## src/rtl/mdu_pkg.sv

```systemverilog
// -----------------------------------------------------------------------------
// mdu_pkg
// Shared definitions for the RV32M multiply/divide unit:
//   - XLEN_DEFAULT : default operand/result width
//   - OP_*         : funct3 encodings of the RV32M operations
//   - state_t      : control FSM state encoding
// -----------------------------------------------------------------------------
package mdu_pkg;

    localparam int XLEN_DEFAULT = 32;

    localparam logic [2:0] OP_MUL    = 3'b000;
    localparam logic [2:0] OP_MULH   = 3'b001;
    localparam logic [2:0] OP_MULHSU = 3'b010;
    localparam logic [2:0] OP_MULHU  = 3'b011;
    localparam logic [2:0] OP_DIV    = 3'b100;
    localparam logic [2:0] OP_DIVU   = 3'b101;
    localparam logic [2:0] OP_REM    = 3'b110;
    localparam logic [2:0] OP_REMU   = 3'b111;

    typedef enum logic [1:0] {
        S_IDLE = 2'd0,
        S_MUL  = 2'd1,
        S_DIV  = 2'd2,
        S_DONE = 2'd3
    } state_t;

endpackage

```

## src/rtl/mdu_sign_fix.sv

```systemverilog
// -----------------------------------------------------------------------------
// mdu_sign_fix
// Combinational conditional two's-complement negate. Used both to turn signed
// operands into magnitudes and to apply the final sign to product, quotient
// and remainder.
// Ports:
//   val_in  [W-1:0]  value to correct
//   neg              1 = negate, 0 = pass through
//   val_out [W-1:0]  corrected value
// -----------------------------------------------------------------------------
module mdu_sign_fix #(
    parameter int W = 32
) (
    input  logic [W-1:0] val_in,
    input  logic         neg,
    output logic [W-1:0] val_out
);

    assign val_out = neg ? (~val_in + W'(1)) : val_in;

endmodule

```

## src/rtl/mul_div_unit.sv

```systemverilog
// -----------------------------------------------------------------------------
// mul_div_unit
// Iterative RV32M multiply/divide unit, one operation in flight. Multiplies by
// shift-add and divides by restoring division, one bit per cycle, on a shared
// 2*XLEN accumulator. The completed result is handed to the register file
// write port as (wb_addr, result, wb_we).
//
// Optional build macro MDU_EARLY_OUT_EN: divide-by-zero, signed overflow and a
// zero multiply operand skip the iterations (done two cycles after start).
// Results are the same with or without it.
//
// Ports:
//   clk      clock, rising edge
//   res      synchronous active-high reset (aborts any operation in flight)
//   start    operation request, accepted in IDLE or DONE
//   funct3   RV32M operation select
//   rs1_val  operand A, rs2_val operand B (sampled only at acceptance)
//   rd_addr  destination register
//   busy     operation in progress
//   done     one-cycle completion pulse
//   result   result, held until the next completion
//   wb_addr  destination register of the completed op
//   wb_we    register file write enable (done and wb_addr != 0)
// -----------------------------------------------------------------------------
module mul_div_unit
    import mdu_pkg::*;
#(
    parameter int XLEN    = XLEN_DEFAULT,
    parameter int RADDR_W = 5
) (
    input  logic               clk,
    input  logic               res,
    input  logic               start,
    input  logic [2:0]         funct3,
    input  logic [XLEN-1:0]    rs1_val,
    input  logic [XLEN-1:0]    rs2_val,
    input  logic [RADDR_W-1:0] rd_addr,
    output logic               busy,
    output logic               done,
    output logic [XLEN-1:0]    result,
    output logic [RADDR_W-1:0] wb_addr,
    output logic               wb_we
);

    localparam int CNT_W = $clog2(XLEN + 1);

    state_t                state_q, state_d;
    logic [2:0]            op_q, op_d;
    logic [RADDR_W-1:0]    rd_q, rd_d;
    logic [RADDR_W-1:0]    wb_addr_q, wb_addr_d;
    logic [XLEN-1:0]       b_q, b_d;
    logic [XLEN-1:0]       a_orig_q, a_orig_d;
    logic [XLEN-1:0]       result_q, result_d;
    logic [2*XLEN-1:0]     acc_q, acc_d;
    logic [CNT_W-1:0]      cnt_q, cnt_d;
    logic                  neg_q, neg_d;          // product / quotient sign
    logic                  rem_neg_q, rem_neg_d;  // remainder sign
    logic                  div_zero_q, div_zero_d;
    logic                  ovf_q, ovf_d;
`ifdef MDU_EARLY_OUT_EN
    logic                  mul_zero_q, mul_zero_d;
`endif

    // ---------------- operand decode at acceptance ----------------
    logic            a_signed, b_signed, s_a, s_b;
    logic [XLEN-1:0] a_mag, b_mag;

    assign a_signed = (funct3 == OP_MULH) || (funct3 == OP_MULHSU) ||
                      (funct3 == OP_DIV)  || (funct3 == OP_REM);
    assign b_signed = (funct3 == OP_MULH) || (funct3 == OP_DIV) || (funct3 == OP_REM);
    assign s_a      = a_signed && rs1_val[XLEN-1];
    assign s_b      = b_signed && rs2_val[XLEN-1];

    mdu_sign_fix #(.W(XLEN)) u_fix_a (.val_in(rs1_val), .neg(s_a), .val_out(a_mag));
    mdu_sign_fix #(.W(XLEN)) u_fix_b (.val_in(rs2_val), .neg(s_b), .val_out(b_mag));

    // ---------------- iteration datapath ----------------
    // Multiply: accumulator starts as {0, A}; each step adds B to the upper
    // half when the LSB is set, then shifts the whole thing right by one.
    logic [XLEN:0]     mul_sum;
    logic [2*XLEN-1:0] mul_next;

    assign mul_sum  = {1'b0, acc_q[2*XLEN-1:XLEN]} + (acc_q[0] ? {1'b0, b_q} : '0);
    assign mul_next = {mul_sum, acc_q[XLEN-1:1]};

    // Restoring divide: accumulator starts as {0, A}; upper half is the
    // partial remainder, lower half shifts the dividend out and quotient in.
    logic [XLEN:0]     div_r;
    logic              div_ge;
    logic [XLEN-1:0]   div_diff;
    logic [2*XLEN-1:0] div_next;

    assign div_r    = acc_q[2*XLEN-1:XLEN-1];
    assign div_ge   = (div_r >= {1'b0, b_q});
    // When div_ge holds the difference is below B, so the low XLEN bits suffice.
    assign div_diff = div_r[XLEN-1:0] - b_q;
    assign div_next = div_ge ? {div_diff, acc_q[XLEN-2:0], 1'b1}
                             : {div_r[XLEN-1:0], acc_q[XLEN-2:0], 1'b0};

    // ---------------- result correction ----------------
    logic [2*XLEN-1:0] prod_fix;
    logic [XLEN-1:0]   quot_fix, rem_fix;
    logic [XLEN-1:0]   mul_res, div_res, final_res;

    mdu_sign_fix #(.W(2*XLEN)) u_fix_prod (.val_in(acc_q), .neg(neg_q), .val_out(prod_fix));
    mdu_sign_fix #(.W(XLEN)) u_fix_quot (.val_in(acc_q[XLEN-1:0]), .neg(neg_q), .val_out(quot_fix));
    mdu_sign_fix #(.W(XLEN)) u_fix_rem (.val_in(acc_q[2*XLEN-1:XLEN]), .neg(rem_neg_q), .val_out(rem_fix));

    always_comb begin
        mul_res = (op_q == OP_MUL) ? prod_fix[XLEN-1:0] : prod_fix[2*XLEN-1:XLEN];
`ifdef MDU_EARLY_OUT_EN
        // Early-out skips the iterations, so the accumulator is not a product.
        if (mul_zero_q) begin
            mul_res = '0;
        end
`endif
        // op_q[1] distinguishes REM/REMU from DIV/DIVU.
        if (div_zero_q) begin
            div_res = op_q[1] ? a_orig_q : '1;
        end else if (ovf_q) begin
            div_res = op_q[1] ? '0 : {1'b1, {(XLEN-1){1'b0}}};
        end else begin
            div_res = op_q[1] ? rem_fix : quot_fix;
        end
        final_res = (state_q == S_MUL) ? mul_res : div_res;
    end

    // ---------------- completion condition ----------------
    logic finish;
`ifdef MDU_EARLY_OUT_EN
    assign finish = (cnt_q == CNT_W'(XLEN)) ||
                    ((div_zero_q || ovf_q || mul_zero_q) && (cnt_q == CNT_W'(1)));
`else
    assign finish = (cnt_q == CNT_W'(XLEN));
`endif

    // ---------------- FSM next state / datapath ----------------
    always_comb begin
        state_d    = state_q;
        op_d       = op_q;
        rd_d       = rd_q;
        wb_addr_d  = wb_addr_q;
        b_d        = b_q;
        a_orig_d   = a_orig_q;
        result_d   = result_q;
        acc_d      = acc_q;
        cnt_d      = cnt_q;
        neg_d      = neg_q;
        rem_neg_d  = rem_neg_q;
        div_zero_d = div_zero_q;
        ovf_d      = ovf_q;
`ifdef MDU_EARLY_OUT_EN
        mul_zero_d = mul_zero_q;
`endif

        case (state_q)
            S_IDLE, S_DONE: begin
                state_d = S_IDLE;
                if (start) begin
                    state_d    = funct3[2] ? S_DIV : S_MUL;
                    op_d       = funct3;
                    rd_d       = rd_addr;
                    b_d        = b_mag;
                    a_orig_d   = rs1_val;
                    acc_d      = {{XLEN{1'b0}}, a_mag};
                    cnt_d      = '0;
                    neg_d      = s_a ^ s_b;
                    rem_neg_d  = s_a;
                    div_zero_d = funct3[2] && (rs2_val == '0);
                    // Signed DIV/REM have funct3[0] = 0.
                    ovf_d      = funct3[2] && !funct3[0] &&
                                 (rs1_val == {1'b1, {(XLEN-1){1'b0}}}) &&
                                 (rs2_val == '1);
`ifdef MDU_EARLY_OUT_EN
                    mul_zero_d = !funct3[2] && ((rs1_val == '0) || (rs2_val == '0));
`endif
                end
            end
            S_MUL, S_DIV: begin
                if (finish) begin
                    state_d   = S_DONE;
                    result_d  = final_res;
                    wb_addr_d = rd_q;
                end else begin
                    acc_d = (state_q == S_MUL) ? mul_next : div_next;
                    cnt_d = cnt_q + CNT_W'(1);
                end
            end
            default: state_d = S_IDLE;
        endcase
    end

    always_ff @(posedge clk) begin
        if (res) begin
            state_q    <= S_IDLE;
            op_q       <= '0;
            rd_q       <= '0;
            wb_addr_q  <= '0;
            b_q        <= '0;
            a_orig_q   <= '0;
            result_q   <= '0;
            acc_q      <= '0;
            cnt_q      <= '0;
            neg_q      <= 1'b0;
            rem_neg_q  <= 1'b0;
            div_zero_q <= 1'b0;
            ovf_q      <= 1'b0;
`ifdef MDU_EARLY_OUT_EN
            mul_zero_q <= 1'b0;
`endif
        end else begin
            state_q    <= state_d;
            op_q       <= op_d;
            rd_q       <= rd_d;
            wb_addr_q  <= wb_addr_d;
            b_q        <= b_d;
            a_orig_q   <= a_orig_d;
            result_q   <= result_d;
            acc_q      <= acc_d;
            cnt_q      <= cnt_d;
            neg_q      <= neg_d;
            rem_neg_q  <= rem_neg_d;
            div_zero_q <= div_zero_d;
            ovf_q      <= ovf_d;
`ifdef MDU_EARLY_OUT_EN
            mul_zero_q <= mul_zero_d;
`endif
        end
    end

    assign busy    = (state_q == S_MUL) || (state_q == S_DIV);
    assign done    = (state_q == S_DONE);
    assign result  = result_q;
    assign wb_addr = wb_addr_q;
    assign wb_we   = done && (wb_addr_q != '0);

endmodule

```

## config.mk

```make
export PLATFORM = sky130hd
export DESIGN_NAME = mul_div_unit
export DESIGN_NICKNAME = d
export VERILOG_FILES = /design/src/rtl/mdu_pkg.sv /design/src/rtl/mdu_sign_fix.sv /design/src/rtl/mul_div_unit.sv
export SDC_FILE = /design/constraint.sdc
export NUM_CORES = 1
export LEC_CHECK = 0
export BUFFER_PORTS_ARGS = -buffer_cell sky130_fd_sc_hd__buf_2
export CAP_MARGIN = 20
export CORE_MARGIN = 5
export CORE_UTILIZATION = 40
export DETAILED_ROUTE_END_ITERATION = 8
export PLACE_DENSITY = 0.56
export SLEW_MARGIN = 40
export SYNTH_ARGS = -nofsm -noshare
export SYNTH_HDL_FRONTEND = slang
export SYNTH_HIERARCHICAL = 1
export SYNTH_SLANG_ARGS = --single-unit
```

## constraint.sdc

```tcl
create_clock -name clk -period 3.75 [get_ports clk]
set_input_delay 0.75 -clock clk [delete_from_list [all_inputs] [get_ports clk]]
set_output_delay 0.75 -clock clk [all_outputs]
set_load 0.005 [all_outputs]
```

==> results.json <==
{
  "fin_setup_tns_ns": 0,
  "grt_max_degree": 90,
  "wirelength_um": 64500,
  "p_seq_share_pct": 17.4,
  "nNetsFinal": 2562,
  "cts_setup_buffers": 0,
  "fin_skew_ns": 0.00935,
  "setup_violations": 0,
  "drv_cap": 0,
  "clk_latency_ns": 0.48,
  "htreeDepth": 4,
  "peakVddDrop_uv": 467,
  "syn_area_per_cell_um2": 7.47,
  "synth_ff_type": "dfxtp_1",
  "fp.dieH_um": 218,
  "root_buffer": "clkbuf_16",
  "ys_ff_latch": 185,
  "final_util_pct": 45.5,
  "grt_pass1_vias": 16700,
  "rows": 76,
  "pin_count": 115,
  "pwr-share-clk_pct": 11.1,
  "synthesis.area_mm2": 0.0174,
  "clock.fmax_mhz": 287,
  "path_class": "reg2reg",
  "startpoint_type": "flip-flop",
  "num_vias": 18100,
  "hpwl_um": 49300,
  "drc": 0,
  "synthCells": 2325,
  "drive_gt1_share_pct": 14.5,
  "status": "finished, final reports clean",
  "yosysSeqAreaShare_pct": 21.3,
  "die_area_mm2": 0.0477,
  "finalHoldViolCount": 0,
  "yosysWarnings": 6,
  "switching_share_pct": 53.8,
  "power.leakage_nw": 7.66,
  "portBuffers": 114,
  "diodes": 0,
  "synth_edf_count": 0,
  "grt_pass1_wl_um": 99200,
  "cts_sinks": 185,
  "grt_usage_pct": 26.3,
  "tightest_slew_ns": 0.831,
  "antenna_found_initial": 9,
  "worst_setup_path_end_kind": "flip-flop",
  "start_util_pct": 40.4,
  "slew_violations": 0,
  "ant_nets": 0,
  "gp_congestion": 0.962,
  "async_flop_share_pct": 0,
  "arrival_ns": 3.90,
  "worstPathRequired_ns": 4.16,
  "wl_per_cell_um": 21.4,
  "overflow": 0,
  "hold_path.class": "reg2reg",
  "area_growth_pct": 12.5,
  "path_clk_slew_ns": 0.08,
  "power_switching_mw": 9.38,
  "period_needed_ns": 3.49,
  "cts_max_path_buffers": 2,
  "powerDensity_mw_per_mm2": 892,
  "fillers": 4528,
  "syn_nets": 2475,
  "drtIter0Drc": 1663,
  "core-area_mm2": 0.0430,
  "ys_types": 96,
  "die_w_um": 218,
  "timing.final.crit_share_pct": 93.0,
  "path_max_fanout": 14,
  "rsz0062_at_grt": "false",
  "cts_tree": "yes",
  "numCtsBuffers": 17,
  "vias_per_cell": 6.00,
  "p_int_mw": 8.05,
  "relSlewSlack_pct": 44.6,
  "firstDrtPassIters": 6,
  "combinationalPowerShare_pct": 71.6
}
## logic make-up after synthesis
logic type / count (synthesis) / synth area share, %
AOI/OAI and AO/OA: 716 / 27.2
xor gates and xnor gates: 238 / 12.0
buffers and inverters: 198 / 4.68
DFF: 185 / 21.3
muxes: 78 / 4.51
adders and majority gates: 75 / 5.49
and+or+nand+nor: 835 / 24.7
## power by group through the flow
stage / Sequential, mW / Combinational (mW) / Clock, mW
2_1_floorplan: 2.97 / 8.88 / 0
3_3_place_gp: 3.06 / 12.2 / 0
3_5_place_dp: 3.07 / 12.2 / 0
4_1_cts: 3.02 / 12.3 / 1.97
5_1_grt: 3.09 / 13.5 / 2.04
6_report: 3.03 / 12.5 / 1.93
## final timing paths
kind / startpoint / end / slack (ns) / cells after the start
worst max-delay path: acc_q[0] / result[20] / 0.26 / 14
worst min-delay path: a_orig_q[24] / a_orig_q[24] / 0.45 / 2
worst max register to register: acc_q[0] / result[20] / 0.26 / 14
worst min register to register: a_orig_q[24] / a_orig_q[24] / 0.45 / 2
## through the flow
step	cells	hold WS [ns]	area, um2	worst slack, ns	total power, mW
after global routing	3010	0.467	19500	0.0693	18.6
after floorplan	2325	0.433	17400	0.680	11.9
after CTS	3010	0.455	19500	0.198	17.3
final	3010	0.454	19500	0.263	17.4
after detailed placement	2978	0.444	18900	0.217	15.3
after global placement	2978	0.440	18900	0.200	15.2
## registers in the layout, summed over array words and instances, names as in the netlist, 2 cells and up
name,cells
a_orig_q,32
acc_q,64
b_q,32
cnt_q,6
op_q,3
rd_q,5
result,32
state_q,2
wb_addr,5
## repair_timing
action	4_1_cts	5_1_grt
hold buffers	0	0
endpoints found under the setup margin	0	3
resized for setup	0	1
## critical path, cell delays in order, from the launching register on
cell and delay (ns):
dfxtp_1 0.46, buf_4 0.26, inv_1 0.06, ha_1 0.21, nor2b_1 0.52, nand4_1 0.30, o21ai_0 0.28, xnor2_1 0.15
a22oi_1 0.10, o21ai_0 0.17, nor2_1 0.07, a211oi_1 0.49, buf_4 0.22, a21oi_1 0.04, nor2_1 0.10
## Yosys cell counts (6+ instances only)
library cell    n  area, um2
a211oi_1       43        323
a21o_1         18        135
a21oi_1       235       1180
a221o_1         8       80.1
a22oi_1        42        315
a31oi_1         7       43.8
and2_1         34        213
and3_1          9       56.3
buf_1          20       75.1
buf_2          15       75.1
buf_4           7       52.6
clkbuf_1       93        349
dfxtp_1       185       3700
ha_1           73        913
inv_1          58        218
mux2i_1        76        761
nand2_1       285       1070
nand2b_1       32        200
nand3_1        38        190
nand4_1        40        250
nor2_1        221        830
nor2b_1         9       56.3
nor3_1         35        175
nor4_1         33        206
nor4_4         16        340
o211ai_1       10       75.1
o21a_1         12       90.1
o21ai_0       169        846
o21ai_1         7       35.0
o21bai_1       10       75.1
o31a_1          6       52.6
o31ai_1        49        368
o41ai_1        29        254
o41ai_2        22        358
or2_2           8       50.1
or2b_1          9       67.6
or3_1          18        113
or4_1           9       67.6
xnor2_1       201       1760
xor2_1         37        324
## layout by cell type, fill, tap and decap left out, types with 43 or more instances in the layout
cell,n
a211oi_1,43
buf_2,113
mux2i_1,76
inv_1,58
a21oi_1,234
ha_1,71
o31ai_1,49
xnor2_1,201
dfxtp_1,183
buf_4,87
nor2_1,217
o21ai_0,169
nand2_1,284
## routing by layer
| metal | up-vias | wire length (um) | global-route usage (%) |
|---|---|---|---|
| met5 | - | 9 | 0 |
| li1 | 8619 | - | - |
| met1 | 8676 | 29200 | 37.3 |
| met2 | 690 | 28600 | 40.7 |
| met4 | 2 | 1480 | 7.05 |
| met3 | 85 | 5210 | 5.42 |
## final cells by class
type	instances	area, um2	area share (%)
Timing Repair Buffer	207	1340	6.87
Multi-Input combinational cell	1942	12900	66.1
Inverter	59	223	1.14
Tap cell	585	732	3.75
Clock inverter	15	198	1.01
Sequential cell	185	3710	19.0
Clock buffer	17	425	2.18
No activity file was read; power rests on OpenSTA's default activity.
